## config.mk

```make
export PLATFORM = sky130hd
export DESIGN_NAME = matrix_frame_loader_flat
export DESIGN_NICKNAME = d
export VERILOG_FILES = /design/src/rtl/matrix_frame_loader_if.sv /design/src/rtl/matrix_frame_loader.sv /design/src/flat_wrapper.sv
export SDC_FILE = /design/constraint.sdc
export NUM_CORES = 1
export LEC_CHECK = 0
export BUFFER_PORTS_ARGS = -buffer_cell sky130_fd_sc_hd__buf_2
export CAP_MARGIN = 20
export CORE_UTILIZATION = 49
export DETAILED_ROUTE_END_ITERATION = 7
export PLACE_DENSITY = 0.83
export SLEW_MARGIN = 25
export SYNTH_ARGS = -nofsm -noshare
export SYNTH_HDL_FRONTEND = slang
export SYNTH_SLANG_ARGS = --single-unit
```

## constraint.sdc

```tcl
create_clock -name clk -period 5.5 [get_ports clk]
set_clock_uncertainty 0.1 [all_clocks]
set_input_delay 1.1 -clock clk [delete_from_list [all_inputs] [get_ports clk]]
set_output_delay 1.1 -clock clk [all_outputs]
set_load 0.02 [all_outputs]
```

## src/rtl/matrix_frame_loader_if.sv

```systemverilog
// Byte-stream input and result output handshakes of the matrix frame loader.
// The loader sits on the slave side; the source/sink side uses master.
interface matrix_frame_loader_if #(
  parameter int DATA_W = 8,
  parameter int RES_W  = 16
);
  logic                     in_valid;
  logic [DATA_W-1:0]        in_data;
  logic                     in_ready;
  logic                     res_valid;
  logic                     res_ready;
  logic                     res_form;
  logic signed [RES_W-1:0]  R11;
  logic signed [RES_W-1:0]  R12;
  logic signed [RES_W-1:0]  R21;
  logic signed [RES_W-1:0]  R22;

  modport slave (
    input  in_valid, in_data, res_ready,
    output in_ready, res_valid, res_form, R11, R12, R21, R22
  );

  modport master (
    output in_valid, in_data, res_ready,
    input  in_ready, res_valid, res_form, R11, R12, R21, R22
  );
endinterface

```

## src/rtl/matrix_frame_loader.sv

```systemverilog
// Collects a 9-byte cmd/A/B frame, presents it to the combinational matrix
// processor for one cycle, then holds the captured result for a downstream handshake.
//
//   state | meaning
//   LOAD  | accepting frame bytes, in_ready=1
//   EXEC  | operands stable for one cycle; processor outputs captured at its end
//   DONE  | result offered with res_valid=1 until res_ready
module matrix_frame_loader #(
  parameter int DATA_W    = 8,
  parameter int RES_W     = 16,
  parameter int FRAME_LEN = 9
) (
  input  logic                     clk,
  input  logic                     rst,
  matrix_frame_loader_if.slave     bus,
  output logic [DATA_W-1:0]        cmd,
  output logic signed [DATA_W-1:0] A11,
  output logic signed [DATA_W-1:0] A12,
  output logic signed [DATA_W-1:0] A21,
  output logic signed [DATA_W-1:0] A22,
  output logic signed [DATA_W-1:0] B11,
  output logic signed [DATA_W-1:0] B12,
  output logic signed [DATA_W-1:0] B21,
  output logic signed [DATA_W-1:0] B22,
  input  logic                     proc_data_form,
  input  logic signed [RES_W-1:0]  proc_C11,
  input  logic signed [RES_W-1:0]  proc_C12,
  input  logic signed [RES_W-1:0]  proc_C21,
  input  logic signed [RES_W-1:0]  proc_C22,
  output logic                     busy
);

  typedef enum logic [1:0] {
    LOAD = 2'd0,
    EXEC = 2'd1,
    DONE = 2'd2
  } state_t;

  localparam logic [3:0] LAST_IDX = 4'(FRAME_LEN - 1);

  state_t            state_q, state_d;
  logic [3:0]        cnt_q, cnt_d;
  logic [DATA_W-1:0] fld_q [FRAME_LEN];
  logic [DATA_W-1:0] fld_d [FRAME_LEN];
  logic              res_valid_q, res_valid_d;
  logic              res_form_q, res_form_d;
  logic [RES_W-1:0]  r_q [4];
  logic [RES_W-1:0]  r_d [4];

  always_ff @(posedge clk or posedge rst) begin
    if (rst) begin
      state_q     <= LOAD;
      cnt_q       <= '0;
      fld_q       <= '{default: '0};
      res_valid_q <= 1'b0;
      res_form_q  <= 1'b0;
      r_q         <= '{default: '0};
    end else begin
      state_q     <= state_d;
      cnt_q       <= cnt_d;
      fld_q       <= fld_d;
      res_valid_q <= res_valid_d;
      res_form_q  <= res_form_d;
      r_q         <= r_d;
    end
  end

  always_comb begin
    state_d     = state_q;
    cnt_d       = cnt_q;
    fld_d       = fld_q;
    res_valid_d = res_valid_q;
    res_form_d  = res_form_q;
    r_d         = r_q;
    case (state_q)
      LOAD: begin
        if (bus.in_valid) begin
          for (int i = 0; i < FRAME_LEN; i++) begin
            if (cnt_q == 4'(i)) fld_d[i] = bus.in_data;
          end
          // >= also pulls a corrupted counter back into range
          if (cnt_q >= LAST_IDX) begin
            cnt_d   = '0;
            state_d = EXEC;
          end else begin
            cnt_d = cnt_q + 4'd1;
          end
        end
      end
      EXEC: begin
        res_valid_d = 1'b1;
        res_form_d  = proc_data_form;
        r_d[0]      = proc_C11;
        r_d[1]      = proc_C12;
        r_d[2]      = proc_C21;
        r_d[3]      = proc_C22;
        state_d     = DONE;
      end
      DONE: begin
        if (bus.res_ready) begin
          res_valid_d = 1'b0;
          state_d     = LOAD;
        end
      end
      default: begin
        state_d     = LOAD;
        cnt_d       = '0;
        res_valid_d = 1'b0;
      end
    endcase
  end

  assign bus.in_ready  = (state_q == LOAD);
  assign busy          = (state_q == EXEC) || (state_q == DONE);
  assign bus.res_valid = res_valid_q;
  assign bus.res_form  = res_form_q;
  assign bus.R11       = r_q[0];
  assign bus.R12       = r_q[1];
  assign bus.R21       = r_q[2];
  assign bus.R22       = r_q[3];

  assign cmd = fld_q[0];
  assign A11 = fld_q[1];
  assign A12 = fld_q[2];
  assign A21 = fld_q[3];
  assign A22 = fld_q[4];
  assign B11 = fld_q[5];
  assign B12 = fld_q[6];
  assign B21 = fld_q[7];
  assign B22 = fld_q[8];

endmodule

```

## src/flat_wrapper.sv

```systemverilog
// flat-port wrapper written by rule: the top's interface ports become plain ports
module matrix_frame_loader_flat 
#(
  parameter int DATA_W    = 8,
  parameter int RES_W     = 16,
  parameter int FRAME_LEN = 9
)
  (clk, rst, cmd, A11, A12, A21, A22, B11, B12, B21, B22, proc_data_form, proc_C11, proc_C12, proc_C21, proc_C22, busy, bus_in_valid, bus_in_data, bus_res_ready, bus_in_ready, bus_res_valid, bus_res_form, bus_R11, bus_R12, bus_R21, bus_R22);
  matrix_frame_loader_if #(.DATA_W(DATA_W), .RES_W(RES_W)) bus_i ();
  input  logic clk;
  input  logic rst;
  output logic [DATA_W-1:0] cmd;
  output logic signed [DATA_W-1:0] A11;
  output logic signed [DATA_W-1:0] A12;
  output logic signed [DATA_W-1:0] A21;
  output logic signed [DATA_W-1:0] A22;
  output logic signed [DATA_W-1:0] B11;
  output logic signed [DATA_W-1:0] B12;
  output logic signed [DATA_W-1:0] B21;
  output logic signed [DATA_W-1:0] B22;
  input  logic proc_data_form;
  input  logic signed [RES_W-1:0] proc_C11;
  input  logic signed [RES_W-1:0] proc_C12;
  input  logic signed [RES_W-1:0] proc_C21;
  input  logic signed [RES_W-1:0] proc_C22;
  output logic busy;
  input wire logic [$bits(bus_i.in_valid)-1:0] bus_in_valid;
  input wire logic [$bits(bus_i.in_data)-1:0] bus_in_data;
  input wire logic [$bits(bus_i.res_ready)-1:0] bus_res_ready;
  output wire logic [$bits(bus_i.in_ready)-1:0] bus_in_ready;
  output wire logic [$bits(bus_i.res_valid)-1:0] bus_res_valid;
  output wire logic [$bits(bus_i.res_form)-1:0] bus_res_form;
  output wire logic [$bits(bus_i.R11)-1:0] bus_R11;
  output wire logic [$bits(bus_i.R12)-1:0] bus_R12;
  output wire logic [$bits(bus_i.R21)-1:0] bus_R21;
  output wire logic [$bits(bus_i.R22)-1:0] bus_R22;
  assign bus_i.in_valid = bus_in_valid;
  assign bus_i.in_data = bus_in_data;
  assign bus_i.res_ready = bus_res_ready;
  assign bus_in_ready = bus_i.in_ready;
  assign bus_res_valid = bus_i.res_valid;
  assign bus_res_form = bus_i.res_form;
  assign bus_R11 = bus_i.R11;
  assign bus_R12 = bus_i.R12;
  assign bus_R21 = bus_i.R21;
  assign bus_R22 = bus_i.R22;
  matrix_frame_loader #(.DATA_W(DATA_W), .RES_W(RES_W), .FRAME_LEN(FRAME_LEN)) u_core (.clk(clk), .rst(rst), .bus(bus_i), .cmd(cmd), .A11(A11), .A12(A12), .A21(A21), .A22(A22), .B11(B11), .B12(B12), .B21(B21), .B22(B22), .proc_data_form(proc_data_form), .proc_C11(proc_C11), .proc_C12(proc_C12), .proc_C21(proc_C21), .proc_C22(proc_C22), .busy(busy));
endmodule
```

==> impl_metrics.ini <==
[outcome]
violations = design-rule violations
status = finished with violations

[worst_setup_path]
crit_path_max_incr_delay_ns = 0.39
cp.arrival_ns = 1.56
worstSetupPathType = reg2out
critPathCaptureType = output pin
critPathSlowestCell = dfrtp_1
start_kind = register
cp_max_fo = 12
path_cells = inv_1 > ha_1 > buf_2
reg2reg_depth = 5
required_ns = 4.30

[flow_run]
maxCapViolations = 0

[synth]
synth.distinct_cells = 25
synth_top_cell_area_share = 0.614
syn_area_mm2 = 0.00587
syn_inst = 347
synthTopCellsByArea = dfrtp_1 61%, mux2_4 16%, mux2_2 13%
yosysWarnings = 0
avgSynthCellArea_um2 = 16.9
synth_nets = 431
ys_ff_latch = 144
ys_seq_area_frac = 0.614
synth_top_area_cell = dfrtp_1

[global_route]
grt_overflow_total = 0
grt_max_degree = 100
met1_usage = 0.280
grt_pass1_wl_um = 20800
antenna_found_initial = 0
grt_use_met3 = 0.0740
grt_use_met2 = 0.348
gr-usage-all-layers = 0.219
grt-busiest-layer = met2
grt_pass1_vias = 3947

[sta]
maxSlewViolCount = 0
setup_violations = 0
slew_headroom = 0.421
tns_ns = 0
period_minus_slack_ns = 2.76
whs_ns = 0.386
finalWorstSetupSlack_ns = 2.74
clock.fmax_mhz = 363
rsz0062_at_grt = false
tightest_slew_ns = 0.868
period_share = 0.501
finalHoldViolations = 0

[routing]
drc = 14
avgRoutedWirePerCell_um = 17.7
routed_wl_um = 12700
drtIter0Drc = 174
dr.pass1.iters = 6
vias_per_cell = 5.11
drtAntennaViolNets = 0
num_vias = 3678

[final_layout]
nets = 651
final_common_cell = buf_2
antenna-diode-count = 0
area_growth_pct = 29.1
final_area_mm2 = 0.00758
mostFrequentLayoutCells = 216 x buf_2, 144 x dfrtp_1, 67 x mux2_2, 64 x mux2_4, 17 x clkbuf_16
drive_above_1_share = 0.660

[floorplanning]
initial_core_util = 0.508
core_mm2 = 0.0116
die-area_mm2 = 0.0124
fp.dieH_um = 111
rows = 39
fp.dieW_um = 111
io_pins = 217

[place]
place_area_mm2 = 0.00701
io_buffers = 216
pre_cts_ws_ns = 2.88
dp_hpwl_um = 9170
place_congestion = 0.760

[power_and_ir_drop]
p_int_uw = 3150
p_clk_frac = 0.226
seqPwrFrac = 0.363
switching_share = 0.361
p_sw_uw = 1780
peakVddDrop_v = 0.000382
combPwrFrac = 0.411
powerDensity_mw_per_mm2 = 650
leakage_uw = 0.00391

[clock_tree]
cts_buffers = 17
cts_tree = built
postCtsSetupBuffers = 0
clk-insertion-delay-late_ns = 0.41
root_buffer = clkbuf_16
cts_resized = 0
postCtsHoldBufs = 0
cts.sinks = 144
cts_max_path_buffers = 2
clk_pin_slew_ns = 0.06
htreeDepth = 4

[hold_path]
hold_depth = 1
hp-class = reg2reg
cells by family after synthesis:
group           count (synthesis)  share of synthesized area
compound gates                  7                    0.00809
fa+ha+maj                       7                     0.0149
buf+inv                        22                     0.0277
flops                         144                      0.614
mux                           139                      0.307
simple gates                   28                     0.0283
power by group through the flow:
stage               combinational (uW)  clock [uW]  sequential (uW)
floorplan                          862           0             2310
global placement                  1990           0             1770
detailed placement                2040           0             1790
CTS                               2050        1130             1790
global route                      2150        1180             1840
finish                            2030        1110             1790
path summary, 6_finish.rpt:
kind | start | slack, ns | endpoint
worst max-delay path | u_core.state_q[1] | 2.74 | bus_in_ready
worst min-delay path | u_core.B22[5] | 0.39 | u_core.B22[5]
worst max register to register | u_core.state_q[1] | 3.22 | u_core.A21[1]
worst min register to register | u_core.B22[5] | 0.39 | u_core.B22[5]
max in group asynchronous | rst | 3.38 | u_core.B11[7]
min in group asynchronous | rst | 0.77 | u_core.bus.R11[8]
cells in the mapped netlist (all sizes together):
cell / number
buf: 17
dfrtp: 144
ha: 7
and3: 9
inv: 5
and2: 1
and4: 1
and2b: 1
nor2: 1
nand2: 8
nor3b: 1
o211ai: 2
a21oi: 1
nor2b: 3
a32oi: 1
o22a: 1
o21ai: 2
mux2: 139
nand3: 3
worst max-delay path: cells and delay by family, from the launching register on:
family	cells	cell delay (ns)
adders and majority gates	1	0.39
buffers and inverters	2	0.36
DFF	1	0.39
sequential cells by signal, indices dropped and copies added (netlist names):
| register | count |
|---|---|
| u_core.B22 | 8 |
| u_core.cmd | 8 |
| u_core.bus.R12 | 16 |
| u_core.A22 | 8 |
| u_core.B21 | 8 |
| u_core.bus.res_valid | 1 |
| u_core.B12 | 8 |
| u_core.A11 | 8 |
| u_core.B11 | 8 |
| u_core.A12 | 8 |
| u_core.A21 | 8 |
| u_core.state_q | 2 |
| u_core.bus.R11 | 16 |
| u_core.bus.res_form | 1 |
| u_core.cnt_q | 4 |
| u_core.bus.R22 | 16 |
| u_core.bus.R21 | 16 |
stage by stage:
| stage | total power (uW) | util | std cells |
|---|---|---|---|
| final | 4930 | 0.656 | 720 |
| after global routing | 5170 | 0.656 | 720 |
| after detailed placement | 3830 | 0.606 | 691 |
| after floorplan | 3170 | - | 347 |
| after global placement | 3750 | 0.606 | 691 |
| after CTS | 4970 | 0.656 | 720 |
layout make-up:
class,count,area (um^2)
clock buffer,23,488
clock inverter,6,82.6
fill,843,3980
inverter,5,23.8
multi-input combinational,181,2110
sequential,144,3600
tap,143,179
timing repair buffer,218,1100
routing by layer:
layer | vias to the layer above | wire [um]
met3 | 13 | 980
met2 | 166 | 6030
li1 | 1661 | -
met1 | 1838 | 5560
met5 | - | 0
met4 | 0 | 179
No activity file was read; power rests on OpenSTA's default activity.
